## config.mk

```make
export PLATFORM = sky130hd
export DESIGN_NAME = pipe_stage_skid
export DESIGN_NICKNAME = d
export VERILOG_FILES = /design/src/rtl/pipe_pkg.sv /design/src/rtl/pipe_sat_counter.sv /design/src/rtl/pipe_stage_skid.sv
export SDC_FILE = /design/constraint.sdc
export NUM_CORES = 1
export LEC_CHECK = 0
export ABC_AREA = 1
export BUFFER_PORTS_ARGS = -buffer_cell sky130_fd_sc_hd__buf_4
export CAP_MARGIN = 20
export CELL_PAD_IN_SITES_DETAIL_PLACEMENT = 1
export CELL_PAD_IN_SITES_GLOBAL_PLACEMENT = 1
export CORE_ASPECT_RATIO = 0.9
export CORE_UTILIZATION = 40
export DETAILED_ROUTE_END_ITERATION = 16
export PLACE_DENSITY_LB_ADDON = 0.1
export SLEW_MARGIN = 20
export SYNTH_ARGS = -nofsm -noshare
export SYNTH_HDL_FRONTEND = slang
export SYNTH_SLANG_ARGS = --single-unit
```

## constraint.sdc

```tcl
create_clock -name clk -period 3.92 [get_ports clk]
set_input_delay 0.784 -clock clk [delete_from_list [all_inputs] [get_ports clk]]
set_output_delay 0.784 -clock clk [all_outputs]
set_load 0.01 [all_outputs]
```

## src/rtl/pipe_pkg.sv

```systemverilog
// Shared definitions for the pipeline stage registers: vector constants, payload field
// layout, and the {skid_valid, main_valid} state encoding used by the stage.
package pipe_pkg;

  localparam logic [31:0] PIPE_RESET_PC = 32'h0000_3000;
  localparam logic [31:0] PIPE_EXC_PC   = 32'h0000_4180;

  localparam int PAYLOAD_W = 160;
  localparam int M2R_W     = 3;
  localparam int RW_W      = 1;
  localparam int MD_W      = 32;
  localparam int AO_W      = 32;
  localparam int WA_W      = 5;
  localparam int HILO_W    = 32;
  localparam int CP0_W     = 32;
  localparam int FIELDS_W  = M2R_W + RW_W + MD_W + AO_W + WA_W + HILO_W + CP0_W;
  localparam int PAD_W     = PAYLOAD_W - FIELDS_W;

  localparam int CP0_LSB  = 0;
  localparam int HILO_LSB = CP0_LSB + CP0_W;
  localparam int WA_LSB   = HILO_LSB + HILO_W;
  localparam int AO_LSB   = WA_LSB + WA_W;
  localparam int MD_LSB   = AO_LSB + AO_W;
  localparam int RW_LSB   = MD_LSB + MD_W;
  localparam int M2R_LSB  = RW_LSB + RW_W;
  localparam int PAD_LSB  = M2R_LSB + M2R_W;

  typedef struct packed {
    logic [PAD_W-1:0]  pad;
    logic [M2R_W-1:0]  mem_to_reg;
    logic              reg_write;
    logic [MD_W-1:0]   md;
    logic [AO_W-1:0]   ao;
    logic [WA_W-1:0]   wa;
    logic [HILO_W-1:0] hilo;
    logic [CP0_W-1:0]  cp0;
  } payload_t;

  // Encoding is {skid_valid, main_valid}; ST_BAD must never be reachable.
  typedef enum logic [1:0] {
    ST_EMPTY = 2'b00,
    ST_ONE   = 2'b01,
    ST_BAD   = 2'b10,
    ST_FULL  = 2'b11
  } stage_state_t;

  function automatic stage_state_t stage_state(input logic main_valid, input logic skid_valid);
    return stage_state_t'({skid_valid, main_valid});
  endfunction

  function automatic payload_t pack_payload(
    input logic [M2R_W-1:0]  mem_to_reg,
    input logic              reg_write,
    input logic [MD_W-1:0]   md,
    input logic [AO_W-1:0]   ao,
    input logic [WA_W-1:0]   wa,
    input logic [HILO_W-1:0] hilo,
    input logic [CP0_W-1:0]  cp0
  );
    payload_t p;
    p.pad        = '0;
    p.mem_to_reg = mem_to_reg;
    p.reg_write  = reg_write;
    p.md         = md;
    p.ao         = ao;
    p.wa         = wa;
    p.hilo       = hilo;
    p.cp0        = cp0;
    return p;
  endfunction

endpackage

```

## src/rtl/pipe_sat_counter.sv

```systemverilog
// Saturating up-counter with synchronous clear; output is registered, counts on the cycle after inc.
// No flow control: inc is sampled every cycle and ignored once the count is all-ones.
module pipe_sat_counter #(
  parameter int W = 16
) (
  input  logic         clk,
  input  logic         reset,
  input  logic         clr,
  input  logic         inc,
  output logic [W-1:0] cnt
);

  always_ff @(posedge clk) begin
    if (reset || clr) begin
      cnt <= '0;
    end else if (inc && (cnt != {W{1'b1}})) begin
      cnt <= cnt + W'(1);
    end
  end

endmodule

```

## src/rtl/pipe_stage_skid.sv

```systemverilog
// Pipeline stage register with one-entry skid buffer: one cycle in_fire->out_valid, full rate.
// Back-pressure is absorbed by the skid entry; in_ready is a flop, no combinational ready path.
module pipe_stage_skid
  import pipe_pkg::*;
#(
  parameter int             DATA_W   = 160,
  parameter int             PC_W     = 32,
  parameter logic [PC_W-1:0] RESET_PC = PC_W'(PIPE_RESET_PC),
  parameter logic [PC_W-1:0] EXC_PC   = PC_W'(PIPE_EXC_PC),
  parameter int             CNT_W    = 16
) (
  input  logic              clk,
  input  logic              reset,
  input  logic              req,
  input  logic              in_valid,
  output logic              in_ready,
  input  logic [PC_W-1:0]   in_pc,
  input  logic [DATA_W-1:0] in_data,
  output logic              out_valid,
  input  logic              out_ready,
  output logic [PC_W-1:0]   out_pc,
  output logic [DATA_W-1:0] out_data,
  output logic [CNT_W-1:0]  stall_cnt
);

  logic              main_valid;
  logic              skid_valid;
  logic [PC_W-1:0]   main_pc;
  logic [PC_W-1:0]   skid_pc;
  logic [DATA_W-1:0] main_data;
  logic [DATA_W-1:0] skid_data;
  logic              req_hit;
  logic              in_fire;
  logic              out_fire;
  stage_state_t      state;

  // Only a clean 1 flushes; X/Z on req must not wipe the pipe.
  assign req_hit   = (req === 1'b1);
  assign in_ready  = ~skid_valid;
  assign out_valid = main_valid;
  assign out_pc    = main_pc;
  assign out_data  = main_data;
  assign in_fire   = in_valid & in_ready;
  assign out_fire  = out_valid & out_ready;
  assign state     = stage_state(main_valid, skid_valid);

  always_ff @(posedge clk) begin
    if (reset) begin
      main_valid <= 1'b0;
      skid_valid <= 1'b0;
      main_pc    <= RESET_PC;
      main_data  <= '0;
      skid_pc    <= '0;
      skid_data  <= '0;
    end else if (req_hit) begin
      main_valid <= 1'b0;
      skid_valid <= 1'b0;
      main_pc    <= EXC_PC;
      main_data  <= '0;
    end else begin
      case (state)
        ST_EMPTY: begin
          if (in_fire) begin
            main_valid <= 1'b1;
            main_pc    <= in_pc;
            main_data  <= in_data;
          end
        end
        ST_ONE: begin
          if (in_fire && out_fire) begin
            main_pc   <= in_pc;
            main_data <= in_data;
          end else if (in_fire) begin
            skid_valid <= 1'b1;
            skid_pc    <= in_pc;
            skid_data  <= in_data;
          end else if (out_fire) begin
            main_valid <= 1'b0;
          end
        end
        ST_FULL: begin
          if (out_fire) begin
            skid_valid <= 1'b0;
            main_pc    <= skid_pc;
            main_data  <= skid_data;
          end
        end
        default: begin
        end
      endcase
    end
  end

  pipe_sat_counter #(.W(CNT_W)) u_stall_cnt (
    .clk   (clk),
    .reset (reset),
    .clr   (1'b0),
    .inc   (out_valid & ~out_ready & ~req_hit),
    .cnt   (stall_cnt)
  );

  always_ff @(posedge clk) begin
    if (!reset) begin
      assert (state != ST_BAD);
    end
  end

endmodule
```

# After elaboration in Yosys (flattened, before gate mapping)
# Cells that the tools add are included.
# op_classes
n_addsub	1
n_bitwise	8
n_eq_ne	14
reduce_logical	13
muxes	16
# op_table
cell	n
two-way mux 160 bit	3
one-hot mux 160 bit (3 select lines)	1
two-way mux 32 bit	3
one-hot mux 32 bit (3 select lines)	1
adder 16 x 1 -> 16 bit, second input constant	1
!= test 16 bit, second input constant	1
AND reduction 4 bit	4
two-way mux 15 bit	1
!= test 2 bit, second input constant	7
!= test 3 bit, second input constant	3
two-way mux 1 bit	5
AND reduction 5 bit	1
AND 1 bit	4
inverter 1 bit	4
one-hot mux 1 bit (2 select lines)	2
nonzero test 2 bit	2
nonzero test 4 bit	1
nonzero test 3 bit	1
equality test 2 x 1 -> 1 bit, second input constant	1
equality test 2 bit, second input constant	1
logical AND 1 bit	2
logical NOT 2 bit	1
OR reduction 2 bit	1
=== test 1 bit, second input constant	1
# word_totals
out_inout_bits	210
wordCells	60
reg_bits	402

# Logic depth before layout (Yosys ltp)
# logic_depth
ltp_word	6
ltp_mapped	10

# Hierarchy
# From an unflattened synthesis, not the netlist that was laid out.
# hier_totals
cells_unflattened	2465
area_unflattened_um2	16582.2
# modules_own_cells
module	instances	seq_area_each_um2	area_each_um2	cells_each
pipe_stage_skid	1	7727.4	15633.7	2316
pipe_sat_counter	1	320.3	948.4	149

# Worst setup path after synthesis
# Ideal clock, no wire load.
# synth_path
path_kind	input port to flip-flop
startpoint	input out_ready
endpoint	register skid_pc[10]
required_ns	3.804
setup_ns	0.116
n_path_buf	2
arrival_ns	1.702
setup_slack_ns	2.102
path_stages	10
path_cell_list	inv_1 -> nand2_1 -> nor2_4 -> inv_2 -> nor2_2 -> inv_2 -> buf_2 -> buf_2 -> nor2_1 -> nor2_1
# synth_between
elab_chain_cells	4
# synth_rtl
item	line	text
from (decl)	pipe_stage_skid.sv:20	input logic out_ready,
AND 1 bit	pipe_stage_skid.sv:44	assign out_fire = out_valid & out_ready;
logical AND 1 bit	pipe_stage_skid.sv:70	if (in_fire && out_fire) begin
inverter 1 bit (no line)	n/a	
AND reduction 4 bit (no line)	n/a	
to (signal assigned)	pipe_stage_skid.sv:75	skid_pc <= in_pc;
to (decl)	pipe_stage_skid.sv:29	logic [PC_W-1:0] skid_pc;
# Every way passes these cells.
# A chain may end at the register's enable or synchronous reset.

# Worst setup path in the final report
# layout_path
startpoint	register skid_valid
endpoint	register main_data[61] (netlist: out_data[61])
# layout_between
elab_chain_cells	5
elab_cells_between_ends	12
# layout_rtl
item	line	text
from (decl)	pipe_stage_skid.sv:27	logic skid_valid;
from (signal assigned)	pipe_stage_skid.sv:50	skid_valid <= 1'b0;
from (signal assigned)	pipe_stage_skid.sv:57	skid_valid <= 1'b0;
from (signal assigned)	pipe_stage_skid.sv:74	skid_valid <= 1'b1;
inverter 1 bit	pipe_stage_skid.sv:39	assign in_ready = ~skid_valid;
AND 1 bit	pipe_stage_skid.sv:43	assign in_fire = in_valid & in_ready;
logical AND 1 bit	pipe_stage_skid.sv:70	
!= test 2 bit (no line)	n/a	
AND reduction 4 bit (no line)	n/a	
to (signal assigned)	pipe_stage_skid.sv:66	main_data <= in_data;
to (signal assigned)	pipe_stage_skid.sv:72	main_data <= in_data;
to (signal assigned)	pipe_stage_skid.sv:85	main_data <= skid_data;
to (decl)	pipe_stage_skid.sv:30	logic [DATA_W-1:0] main_data;
# Several ways; a longest one is shown, not always the timed one.

==> flow_results.xml <==
<?xml version="1.0" encoding="UTF-8"?>
<metrics>
  <group name="setup_path">
    <metric name="timing.setup.critical_path_class" unit="">reg -&gt; reg</metric>
    <metric name="critPathLaunchType" unit="">register</metric>
    <metric name="timing.critical_path.fanout_max" unit="">101</metric>
    <metric name="arrival" unit="ns">2.86</metric>
    <metric name="critPathMaxStageDelay" unit="ns">0.51</metric>
    <metric name="worst_path_cell_chain" unit="">nand2_8 -&gt; inv_6 -&gt; buf_12 -&gt; nand2_1 -&gt; a31oi_1</metric>
    <metric name="slowest_stage" unit="">sky130_fd_sc_hd__dfxtp_1</metric>
    <metric name="setup.worst_path.end_class" unit="">register</metric>
    <metric name="critical_path_required" unit="ns">4.39</metric>
  </group>
  <group name="floorplan">
    <metric name="initial_core_util" unit="">0.406</metric>
    <metric name="total_number_of_placement_rows" unit="">68</metric>
    <metric name="design.portCount" unit="">407</metric>
    <metric name="floorplan_die_width" unit="um">210</metric>
    <metric name="coreArea" unit="um2">38300</metric>
    <metric name="floorplan_die_height" unit="um">189</metric>
    <metric name="design.die.area" unit="um2">39600</metric>
  </group>
  <group name="sta">
    <metric name="worst_slack" unit="ns">1.53</metric>
    <metric name="timing.slew.headroom" unit="">0.436</metric>
    <metric name="period_share" unit="">0.609</metric>
    <metric name="timing_worst_slew_pin_value" unit="ns">0.846</metric>
    <metric name="finalSetupViolations" unit="">0</metric>
    <metric name="final-hold-violation-count" unit="">0</metric>
    <metric name="total_negative_slack" unit="ns">0</metric>
    <metric name="final.min_clock_period" unit="ns">2.39</metric>
    <metric name="skew" unit="ns">0.0142</metric>
    <metric name="clock.fmax" unit="MHz">419</metric>
    <metric name="timing.final.max_slew_violations" unit="">0</metric>
    <metric name="grt_setup_unrepaired" unit="">false</metric>
  </group>
  <group name="clock_tree">
    <metric name="post_cts_buffers" unit="">0</metric>
    <metric name="clk_path_buf_depth" unit="">3</metric>
    <metric name="cts_bufs_inserted" unit="">44</metric>
    <metric name="cts_num_sinks" unit="">402</metric>
    <metric name="insertion_delay" unit="ns">0.55</metric>
    <metric name="ctsRootBufferMaster" unit="">sky130_fd_sc_hd__clkbuf_16</metric>
    <metric name="clk_transition_reported_paths" unit="ns">0.06</metric>
    <metric name="cts_tree" unit="">built</metric>
    <metric name="htree_levels" unit="">2</metric>
    <metric name="cts.repair.resized" unit="">0</metric>
    <metric name="hold_buffers" unit="">0</metric>
  </group>
  <group name="synthesis">
    <metric name="postSynthCellCount" unit="">2074</metric>
    <metric name="ys_ff_latch" unit="">402</metric>
    <metric name="syn_area_per_cell" unit="um2">7.49</metric>
    <metric name="syn-cell-area" unit="um2">15500</metric>
    <metric name="ys_seq_area_frac" unit="">0.518</metric>
    <metric name="synthesis.nets" unit="">2272</metric>
    <metric name="synth-edff-count" unit="">0</metric>
    <metric name="synthArstFlopShare" unit="">0</metric>
    <metric name="synth_flop_cell" unit="">sky130_fd_sc_hd__dfxtp_1</metric>
    <metric name="synth_warnings" unit="">0</metric>
    <metric name="distinct_cell_type_count_of_the_synthesized_netlist" unit="">27</metric>
  </group>
  <group name="routing">
    <metric name="wl" unit="mm">54.0</metric>
    <metric name="count_of_vias_placed_by_the_detailed_router" unit="">15569</metric>
    <metric name="via_per_inst" unit="">5.38</metric>
    <metric name="detailedRoute.firstIterationViolations" unit="">804</metric>
    <metric name="routedWlPerCell" unit="um">18.7</metric>
    <metric name="drc" unit="">0</metric>
    <metric name="drt-pass1-iter-count" unit="">5</metric>
    <metric name="ant_nets" unit="">0</metric>
  </group>
  <group name="power">
    <metric name="ir_drop" unit="V">0.000341</metric>
    <metric name="p_leak" unit="uW">0.00895</metric>
    <metric name="internal-power" unit="uW">6860</metric>
    <metric name="netSwitchingFraction" unit="">0.240</metric>
    <metric name="power.density_cell_area" unit="nW/um2">449</metric>
    <metric name="total_switching_power" unit="uW">2160</metric>
    <metric name="pwr-share-clk" unit="">0.440</metric>
    <metric name="pwr-share-seq" unit="">0.475</metric>
    <metric name="power.share.combinational" unit="">0.085</metric>
    <metric name="totalPowerFinal" unit="uW">9020</metric>
  </group>
  <group name="place">
    <metric name="place.detailed.instances" unit="">2816</metric>
    <metric name="port_buffers" unit="">406</metric>
    <metric name="gp_congestion" unit="">0.824</metric>
    <metric name="detailedPlace.worstSlack" unit="ns">1.34</metric>
    <metric name="dp_hpwl" unit="mm">33.3</metric>
  </group>
  <group name="job">
    <metric name="drv_cap" unit="">0</metric>
  </group>
  <group name="layout">
    <metric name="post_route_cells_drive_above_1_share" unit="">0.206</metric>
    <metric name="layout_area_overhead" unit="%">29.1</metric>
    <metric name="fin_nets" unit="">2570</metric>
    <metric name="stdcell_count" unit="">2895</metric>
  </group>
  <group name="global_routing">
    <metric name="total_congestion_overflow" unit="">0</metric>
    <metric name="global_route.usage.total" unit="">0.266</metric>
    <metric name="via_count_of_the_first_global_routing_pass" unit="">15740</metric>
    <metric name="antenna_violations_before_repair" unit="">5</metric>
    <metric name="global_route_wire_length_before_repair" unit="mm">85.0</metric>
    <metric name="pin_count_of_the_biggest_net_entering_global_routing" unit="">192</metric>
  </group>
  <group name="worst_hold_path">
    <metric name="worst_hold_path_type" unit="">in -&gt; reg</metric>
  </group>
  <group name="outcome">
    <metric name="status" unit="">finished clean</metric>
  </group>
</metrics>
## final cells by class
| type | instances | area [um2] |
|---|---|---|
| Tap cell | 490 | 613 |
| Sequential cell | 402 | 8050 |
| Inverter | 22 | 95.1 |
| Clock buffer | 67 | 1280 |
| Antenna cell | 3 | 7.51 |
| Fill cell | 4784 | 18200 |
| Clock inverter | 9 | 70.1 |
| Multi-Input combinational cell | 1480 | 6670 |
| Timing Repair Buffer | 422 | 3280 |
## registers in the layout, summed over array words and instances (netlist names)
register / cells
skid_pc: 32
skid_valid: 1
out_valid: 1
skid_data: 160
out_pc: 32
u_stall_cnt.cnt: 16
out_data: 160
## path summary, 6_finish.rpt
kind                            from                   endpoint  slack [ns]  cells after the start
max          skid_valid$_SDFFE_PP0P_  out_data[61]$_SDFFE_PP0P_        1.53                      5
max reg2reg  skid_valid$_SDFFE_PP0P_  out_data[61]$_SDFFE_PP0P_        1.53                      5
min                        out_ready    skid_valid$_SDFFE_PP0P_        0.45                      2
min reg2reg  skid_pc[8]$_SDFFE_PP0P_    skid_pc[8]$_SDFFE_PP0P_        0.46                      2
## power groups by stage
stage | clock, uW | combinational (uW) | sequential [uW]
after floorplan | 0 | 293 | 4390
final | 3970 | 769 | 4280
after global placement | 0 | 752 | 4360
after detailed placement | 0 | 771 | 4370
after global routing | 4210 | 842 | 4290
after CTS | 4050 | 775 | 4280
## synth_stat cells, types with 2 or more instances
master	count	area, um2
sky130_fd_sc_hd__nand4_1	6	37.5
sky130_fd_sc_hd__buf_4	4	30.0
sky130_fd_sc_hd__nor2_4	2	22.5
sky130_fd_sc_hd__xnor2_1	3	26.3
sky130_fd_sc_hd__a31oi_1	187	1170
sky130_fd_sc_hd__dfxtp_1	402	8050
sky130_fd_sc_hd__buf_1	5	18.8
sky130_fd_sc_hd__inv_1	19	71.3
sky130_fd_sc_hd__clkbuf_1	70	263
sky130_fd_sc_hd__inv_2	3	11.3
sky130_fd_sc_hd__nor2_1	411	1540
sky130_fd_sc_hd__o21ai_1	55	275
sky130_fd_sc_hd__buf_2	91	455
sky130_fd_sc_hd__xor2_1	3	26.3
sky130_fd_sc_hd__nand2_1	442	1660
sky130_fd_sc_hd__a21oi_1	15	75.1
sky130_fd_sc_hd__o21ai_0	329	1650
sky130_fd_sc_hd__nor2_2	2	12.5
sky130_fd_sc_hd__nand3_1	17	85.1
## placed cells by master (no fill, tap or decap), types with 2 or more instances in the layout
| master | count |
|---|---|
| sky130_fd_sc_hd__inv_2 | 2 |
| sky130_fd_sc_hd__o21ai_1 | 55 |
| sky130_fd_sc_hd__clkinv_2 | 8 |
| sky130_fd_sc_hd__nor2_4 | 3 |
| sky130_fd_sc_hd__nand2_1 | 442 |
| sky130_fd_sc_hd__clkbuf_1 | 15 |
| sky130_fd_sc_hd__xor2_1 | 3 |
| sky130_fd_sc_hd__clkbuf_8 | 7 |
| sky130_fd_sc_hd__nor2_1 | 411 |
| sky130_fd_sc_hd__o21ai_0 | 329 |
| sky130_fd_sc_hd__buf_12 | 9 |
| sky130_fd_sc_hd__diode_2 | 3 |
| sky130_fd_sc_hd__a31oi_1 | 187 |
| sky130_fd_sc_hd__dfxtp_1 | 402 |
| sky130_fd_sc_hd__nand3_1 | 17 |
| sky130_fd_sc_hd__buf_4 | 413 |
| sky130_fd_sc_hd__a21oi_1 | 15 |
| sky130_fd_sc_hd__inv_6 | 2 |
| sky130_fd_sc_hd__xnor2_1 | 3 |
| sky130_fd_sc_hd__inv_1 | 17 |
| sky130_fd_sc_hd__clkbuf_16 | 45 |
| sky130_fd_sc_hd__nand4_1 | 6 |
## cell families after synthesis
family          count (synthesis)  synth area share
simple gates                  883             0.217
fa+ha+maj                       1          0.000805
xor+xnor                        6           0.00338
compound gates                590             0.206
flops                         402             0.518
buf+inv                       192            0.0547
## routing by layer
metal  part of all wire  up-vias  GRT usage  wire length [um]
met2               0.46      394      0.433             25000
met5            0.00041        -          0                22
met3              0.076       96     0.0773              4090
li1                   -     7526          -                 -
met1               0.43     7549      0.335             23200
met4              0.032        4     0.0929              1730
## through the flow
step	area, um2	hold WS (ns)	util
after global routing	20100	0.454	0.524
after CTS	20100	0.432	0.524
after floorplan	15500	0.430	-
after detailed placement	18700	0.453	0.489
final	20100	0.454	0.524
after global placement	18700	0.441	0.489
## critical path: cells and delay by family (launching register included)
kind / cells / cell delay [ns]
compound gates: 1 / 0.22
buf+inv: 2 / 0.94
flops: 1 / 0.51
simple gates: 2 / 0.52
(Power assumes the default switching activity.)
